--- config.mk ---
export PLATFORM = sky130hd
export DESIGN_NAME = ppu_oam_scan
export DESIGN_NICKNAME = d
export VERILOG_FILES = /design/src/rtl/ppu_pkg.sv /design/src/rtl/ppu_sprite_slot_buffer.sv /design/src/rtl/ppu_oam_scan.sv
export SDC_FILE = /design/constraint.sdc
export NUM_CORES = 1
export LEC_CHECK = 0
export BUFFER_PORTS_ARGS = -buffer_cell sky130_fd_sc_hd__buf_2
export CORE_MARGIN = 1
export CORE_UTILIZATION = 55
export DETAILED_ROUTE_END_ITERATION = 10
export GPL_TIMING_DRIVEN = 0
export PLACE_DENSITY = 0.73
export SLEW_MARGIN = 10
export SYNTH_ARGS = -nofsm -noshare
export SYNTH_HDL_FRONTEND = slang
export SYNTH_HIERARCHICAL = 1
export SYNTH_SLANG_ARGS = --single-unit
--- constraint.sdc ---
create_clock -name clk -period 3.5 [get_ports clk]
set_input_delay 0.35 -clock clk [delete_from_list [all_inputs] [get_ports clk]]
set_output_delay 0.35 -clock clk [all_outputs]
set_load 0.05 [all_outputs]
--- src/rtl/ppu_pkg.sv ---
// Shared PPU definitions: sprite-search state encoding, OAM layout constants,
// slot record format and the sprite/line intersection arithmetic.
package ppu_pkg;

    typedef enum logic [1:0] {
        S_IDLE,
        S_SCAN_Y,
        S_SCAN_X,
        S_FINISH
    } scan_state_t;

    localparam int OAM_ENTRY_BYTES = 4;
    localparam int OAM_Y_OFS       = 0;
    localparam int OAM_X_OFS       = 1;

    localparam int SPRITE_Y_BIAS  = 16;
    localparam int SPRITE_H_SMALL = 8;
    localparam int SPRITE_H_LARGE = 16;

    localparam int OAM_IDX_W  = 6;
    localparam int SLOT_ROW_W = 4;

    typedef struct packed {
        logic [OAM_IDX_W-1:0]  idx;
        logic [7:0]            x;
        logic [SLOT_ROW_W-1:0] row;
    } slot_t;

    function automatic logic [7:0] oam_addr(input logic [OAM_IDX_W-1:0] entry, input int ofs);
        return 8'({2'b00, entry} * 8'(OAM_ENTRY_BYTES) + 8'(ofs));
    endfunction

    // Row of the sprite that lands on this line; wraps when the sprite starts below it.
    function automatic logic [8:0] sprite_offset(input logic [7:0] line, input logic [7:0] y);
        return {1'b0, line} + 9'(SPRITE_Y_BIAS) - {1'b0, y};
    endfunction

    function automatic logic sprite_visible(input logic [7:0] line, input logic [7:0] y,
                                            input logic tall);
        logic [8:0] biased;
        logic [8:0] height;
        biased = {1'b0, line} + 9'(SPRITE_Y_BIAS);
        height = tall ? 9'(SPRITE_H_LARGE) : 9'(SPRITE_H_SMALL);
        return (biased >= {1'b0, y}) && (sprite_offset(line, y) < height);
    endfunction

endpackage

--- src/rtl/ppu_sprite_slot_buffer.sv ---
// Per-line list of sprites found by the OAM scan; one synchronous write port
// for the scanner and a combinational read port for the sprite fetcher.
module ppu_sprite_slot_buffer
    import ppu_pkg::*;
#(
    parameter int MAX_SPRITES = 10,
    parameter int SLOT_W      = 4
) (
    input  logic              clk,
    input  logic              wr_en,
    input  logic [SLOT_W-1:0] wr_slot,
    input  slot_t             wr_data,
    input  logic [SLOT_W-1:0] rd_slot,
    output slot_t             rd_data
);

    // Contents are rebuilt every line, so the storage needs no reset.
    slot_t slots [MAX_SPRITES];

    always_ff @(posedge clk) begin
        for (int i = 0; i < MAX_SPRITES; i++) begin
            if (wr_en && (wr_slot == SLOT_W'(i))) begin
                slots[i] <= wr_data;
            end
        end
    end

    always_comb begin
        rd_data = '0;
        for (int i = 0; i < MAX_SPRITES; i++) begin
            if (rd_slot == SLOT_W'(i)) begin
                rd_data = slots[i];
            end
        end
    end

endmodule

--- src/rtl/ppu_oam_scan.sv ---
// PPU mode-2 sprite search: walks all OAM entries (Y then X byte, two clocks
// per entry) and records the first MAX_SPRITES that intersect the current line.
module ppu_oam_scan
    import ppu_pkg::*;
#(
    parameter int NUM_ENTRIES = 40,
    parameter int MAX_SPRITES = 10
) (
    input  logic       clk,
    input  logic       reset,
    input  logic       start,
    input  logic [7:0] ly,
    input  logic       obj_size,
    input  logic       dma_active,
    output logic [7:0] adr_oam,
    output logic       read,
    input  logic [7:0] din,
    output logic       busy,
    output logic       done,
    output logic [3:0] count,
    input  logic [3:0] rd_slot,
    output logic [5:0] rd_idx,
    output logic [7:0] rd_x,
    output logic [3:0] rd_row
);

    localparam int SLOT_W = 4;

    scan_state_t          state;
    logic                 start_q;
    logic [7:0]           ly_q;
    logic                 tall_q;
    logic [OAM_IDX_W-1:0] entry;
    logic                 pending;
    logic [3:0]           row_q;
    logic                 dma_seen;

    logic                 commit;
    logic [OAM_IDX_W-1:0] commit_idx;
    logic [8:0]           y_offset;
    slot_t                wr_data;
    slot_t                rd_data;

    // An entry's X byte arrives one state after its Y check, so the slot write
    // happens in the next SCAN_Y (or in FINISH for the last entry).
    always_comb begin
        commit     = 1'b0;
        commit_idx = entry;
        if ((state == S_SCAN_Y || state == S_FINISH) && pending &&
            (count < 4'(MAX_SPRITES))) begin
            commit = 1'b1;
        end
        if (state == S_SCAN_Y) begin
            commit_idx = entry - 6'd1;
        end
        wr_data  = '{idx: commit_idx, x: din, row: row_q};
        y_offset = sprite_offset(ly_q, din);
    end

    always_ff @(posedge clk or posedge reset) begin
        if (reset) begin
            state    <= S_IDLE;
            start_q  <= 1'b0;
            ly_q     <= '0;
            tall_q   <= 1'b0;
            entry    <= '0;
            count    <= '0;
            pending  <= 1'b0;
            row_q    <= '0;
            dma_seen <= 1'b0;
            busy     <= 1'b0;
            done     <= 1'b0;
            read     <= 1'b0;
            adr_oam  <= '0;
        end else begin
            start_q <= start;
            done    <= 1'b0;
            if (start) begin
                ly_q   <= ly;
                tall_q <= obj_size;
            end

            if (start_q) begin
                state    <= S_SCAN_Y;
                entry    <= '0;
                count    <= '0;
                pending  <= 1'b0;
                dma_seen <= 1'b0;
                busy     <= 1'b1;
                read     <= 1'b1;
                adr_oam  <= oam_addr('0, OAM_Y_OFS);
            end else begin
                case (state)
                    S_IDLE: begin
                        read <= 1'b0;
                    end
                    S_SCAN_Y: begin
                        if (commit) begin
                            count <= count + 4'd1;
                        end
                        dma_seen <= dma_active;
                        state    <= S_SCAN_X;
                        read     <= 1'b1;
                        adr_oam  <= oam_addr(entry, OAM_X_OFS);
                    end
                    S_SCAN_X: begin
                        // A byte read while DMA owns OAM is garbage; drop the whole entry.
                        pending <= sprite_visible(ly_q, din, tall_q) && !dma_seen && !dma_active;
                        row_q   <= y_offset[3:0];
                        if (entry == 6'(NUM_ENTRIES - 1)) begin
                            state <= S_FINISH;
                            read  <= 1'b0;
                        end else begin
                            entry   <= entry + 6'd1;
                            state   <= S_SCAN_Y;
                            read    <= 1'b1;
                            adr_oam <= oam_addr(entry + 6'd1, OAM_Y_OFS);
                        end
                    end
                    S_FINISH: begin
                        if (commit) begin
                            count <= count + 4'd1;
                        end
                        pending <= 1'b0;
                        state   <= S_IDLE;
                        busy    <= 1'b0;
                        done    <= 1'b1;
                    end
                    default: begin
                        state <= S_IDLE;
                    end
                endcase
            end
        end
    end

    ppu_sprite_slot_buffer #(
        .MAX_SPRITES (MAX_SPRITES),
        .SLOT_W      (SLOT_W)
    ) u_slots (
        .clk     (clk),
        .wr_en   (commit),
        .wr_slot (count),
        .wr_data (wr_data),
        .rd_slot (rd_slot),
        .rd_data (rd_data)
    );

    assign rd_idx = rd_data.idx;
    assign rd_x   = rd_data.x;
    assign rd_row = rd_data.row;

endmodule

==> results.md <==
| Parameter | Value | Unit |
| --- | --- | --- |
| Buffer depth of the longest clock path | 3 | - |
| Combined global-route utilization of all metal layers | 25.3 | % |
| Via count | 6,132 | - |
| Worst Hold Slack | -5.77 | ps |
| Number of instances in the synthesized netlist | 681 | - |
| Setup clock skew after layout | 7.70 | ps |
| Sum of net half-perimeters after detailed placement | 15,100 | um |
| Initial Utilization | 56.1 | % |
| Synthesized net count | 724 | - |
| Final period utilization | 83.9 | % |
| Total setup buffers inserted after CTS | 0 | - |
| RSZ-0062 raised after global routing | false | - |
| Worst slack at placement | 458 | ps |
| Unique cell type count in the Yosys netlist | 59 | - |
| Maximum vdd drop | 0.000513 | V |
| Port Buffer Count | 55 | - |
| Post-synthesis sequential area ratio | 66.0 | % |
| Hold Violations, Final | 33 | - |
| Worst EP arrival | 3140 | ps |
| Max-slew violations | 0 | - |
| Transition time of the tightest slew-check pin | 961 | ps |
| Mapped cell area | 9630 | um2 |
| Leftover overflow at the end of global routing | 0 | - |
| TritonCTS sink count | 218 | - |
| Endpoint type of the worst setup path | register | - |
| Maximum clock rate | 341 | MHz |
| TritonCTS Buffers | 23 | - |
| Number of flops mapped to enable cells by yosys | 180 | - |
| Delay of the slowest cell on the worst path | 760 | ps |
| Core box area | 17,200 | um2 |
| Vert. Die Dim | 134 | um |
| Top cells by count, synth | 180 x sky130_fd_sc_hd__edfxtp_1, 50 x sky130_fd_sc_hd__nor2_1, 44 x sky130_fd_sc_hd__mux2i_1 | - |
| Cell area power density | 600 | nW/um2 |
| Final antenna diode count | 0 | - |
| Ranking of synthesized cells by area | sky130_fd_sc_hd__edfxtp_1 56%, sky130_fd_sc_hd__dfrtp_1 9.9%, sky130_fd_sc_hd__mux2i_1 4.6% | - |
| Clock latency at the later pin of the worst-skew pair | 510 | ps |
| Net count of the finished layout | 817 | - |
| Cell taking the most area after synthesis | sky130_fd_sc_hd__edfxtp_1 | - |
| Per-cell via count in the routed design | 6.05 | - |
| Die outline width | 134 | um |
| Busiest metal layer after global routing | met2 | - |
| Critical Path, Cell by Cell | o21ai_0 > o211a_1 > nand3b_1 > nor3_2 > buf_4 | - |
| Post-Place Cells | 973 | - |
| Number of global-route vias before repair | 6,234 | - |
| Final worst slack | 564 | ps |
| Startpoint type of the worst setup path | register | - |
| Pin count of the biggest net entering global routing | 39 | - |
| Count of TritonRoute iterations in the first routing pass | 5 | - |
| Largest driver fanout on the critical path | 11 | - |
| 1st-iter DRT viols | 541 | - |
| Post-route insts no fill | 1,013 | - |
| Total number of placement rows | 48 | - |
| Post-DRT Antenna Nets | 0 | - |
| Detail-routed net length per standard cell | 21.9 | um |
| # setup viols final | 0 | - |
| Share of Yosys cell area claimed by the top area cell type | 56.1 | % |
| DIE AREA | 18,000 | um2 |
| Outcome | complete, but fails checks | - |
| H-tree levels | 1 | - |
| Required @ worst endpoint | 3700 | ps |
| Share of flip-flops with an asynchronous set or reset after synthesis | 17.4 | % |
| Most common flop cell mapped by yosys | sky130_fd_sc_hd__edfxtp_1 | - |
| Fin crit period | 2940 | ps |
| Worst hold path type | in -> async | - |
| Most numerous cell in the Yosys netlist | sky130_fd_sc_hd__edfxtp_1 | - |
| Total of warnings raised by yosys | 6 | - |
| Area of all sequential standard cells | 6360 | um2 |
| Routed Wire Length | 22,100 | um |
| Post-route DRC violation count | 0 | - |
| Number of max-cap violations | 0 | - |
| Wire length of the first global-routing pass | 34,300 | um |
| Count of state elements after synthesis | 218 | - |
| Failing checks | hold timing | - |
| LEAKAGE | 0.00419 | uW |
| Slowest stage cell on the critical path | sky130_fd_sc_hd__nor3_2 | - |
| Critical path class | reg -> reg | - |
| Area growth from synthesis to final layout | 14.6 | % |
| Relative slew margins | 35.4 | % |
| Initial antenna violation count | 0 | - |
| I/O pin count | 58 | - |
| Clock root cell | sky130_fd_sc_hd__clkbuf_16 | - |
| M1 GR Usage | 32.2 | % |
| Met2 track demand over resource | 43.7 | % |
| Synthesized area per cell | 14.1 | um2 |
| TritonCTS clock tree | yes | - |
| Placer congestion estimate | 0.869 | - |
| FILL cells | 1,259 | - |
| Clock-pin slew on the worst setup and hold paths | 60 | ps |
| Area used by multi-input combinational logic | 3000 | um2 |
| Fraction of layout cells with a size suffix above 1 | 22.3 | % |
| Met3 Usage GRT | 3.93 | % |
## cell families (layout without fill, tap and decap cells)
logic type	Yosys count	count (layout)	share of synthesized area, %
compound gates	161	161	12.1
flops	218	218	66.0
fa+ha+maj	18	18	2.42
simple gates	132	132	7.12
mux	68	68	7.38
xor+xnor	19	19	1.73
other cells	1	1	0.0389
buf+inv	64	171	3.22
## repair_timing
action                    CTS  global route
hold buffers                1             0
gates resized for setup     0             0
hold endpoints to repair    1             0
## area by class of cell
class | instances | area share (%)
clock inverters | 12 | 0.669
plain buffers | 41 | 2.03
well taps | 225 | 2.55
clock buffers | 27 | 5.35
multi-input cells | 399 | 27.2
inverters | 23 | 0.782
flip-flops and latches | 218 | 57.6
repair buffers | 68 | 3.88
## metrics by stage
step | hold WS, ps | power, uW | util, % | TNS, ps | area, um2
global placement | 458 | 4420 | 59.3 | -37770 | 10200
detailed placement | 467 | 4470 | 60.4 | 0 | 10400
finish | -5.77 | 6630 | 64.3 | 0 | 11000
CTS | 8.74 | 6660 | 64.3 | 0 | 11000
global route | 61.3 | 6890 | 64.3 | 0 | 11000
floorplan | 381 | 4110 | - | 0 | 9630
## state kept, by name, summed over array words and instances, names as in the netlist
name and flops:
u_slots/slots 180, ly_q 8, adr_oam 7, entry 6, count 4, row_q 4
state 2, busy 1, dma_seen 1, done 1, pending 1, read 1
start_q 1, tall_q 1
## cell usage in the layout, fill, tap and decap left out, types with 9 or more instances in the layout
master / instances
sky130_fd_sc_hd__xnor2_1: 9
sky130_fd_sc_hd__nor3b_1: 20
sky130_fd_sc_hd__o21ai_2: 12
sky130_fd_sc_hd__nor2_1: 43
sky130_fd_sc_hd__o21ai_0: 23
sky130_fd_sc_hd__xor2_1: 10
sky130_fd_sc_hd__inv_1: 22
sky130_fd_sc_hd__clkbuf_1: 18
sky130_fd_sc_hd__ha_1: 17
sky130_fd_sc_hd__a21oi_1: 15
sky130_fd_sc_hd__mux2_2: 24
sky130_fd_sc_hd__o22ai_1: 21
sky130_fd_sc_hd__a21o_1: 17
sky130_fd_sc_hd__clkinv_1: 9
sky130_fd_sc_hd__nand2_1: 21
sky130_fd_sc_hd__clkbuf_16: 23
sky130_fd_sc_hd__dfrtp_1: 38
sky130_fd_sc_hd__a22oi_1: 13
sky130_fd_sc_hd__edfxtp_1: 180
sky130_fd_sc_hd__a211oi_1: 21
sky130_fd_sc_hd__mux2i_1: 44
sky130_fd_sc_hd__buf_2: 72
## power by group
group          internal [uW]  switching [uW]
registers               3140             120
clock network           1260             936
logic                    350             819
total                   4750            1870
## path summary, 6_finish.rpt
kind / start / end / slack [ps] / cells after the start
setup / recovery: count[1] / u_slots/slots[4][7] / 560 / 5
hold / removal: reset / done / -6 / 2
setup reg to reg: count[1] / u_slots/slots[4][7] / 560 / 5
hold reg to reg: busy / busy / 480 / 1
max in group asynchronous: reset / count[2] / 3010 / 2
min in group clk: ly[0] / ly_q[0] / 50 / 3
## critical path: cells and delay by family, from the launching register on
| kind | cells | cell delay [ps] |
|---|---|---|
| and+or+nand+nor | 2 | 1030 |
| AOI/OAI and AO/OA | 2 | 720 |
| DFF | 1 | 510 |
| buffers and inverters | 1 | 350 |
## metal layers
| metal | vias to the layer above | part of all wire [%] |
|---|---|---|
| li1 | 2784 | - |
| met3 | 46 | 7.5 |
| met2 | 259 | 50 |
| met4 | 0 | 2.5 |
| met1 | 3043 | 40 |
| met5 | - | 0 |
Power figures use the tool's default switching activity.
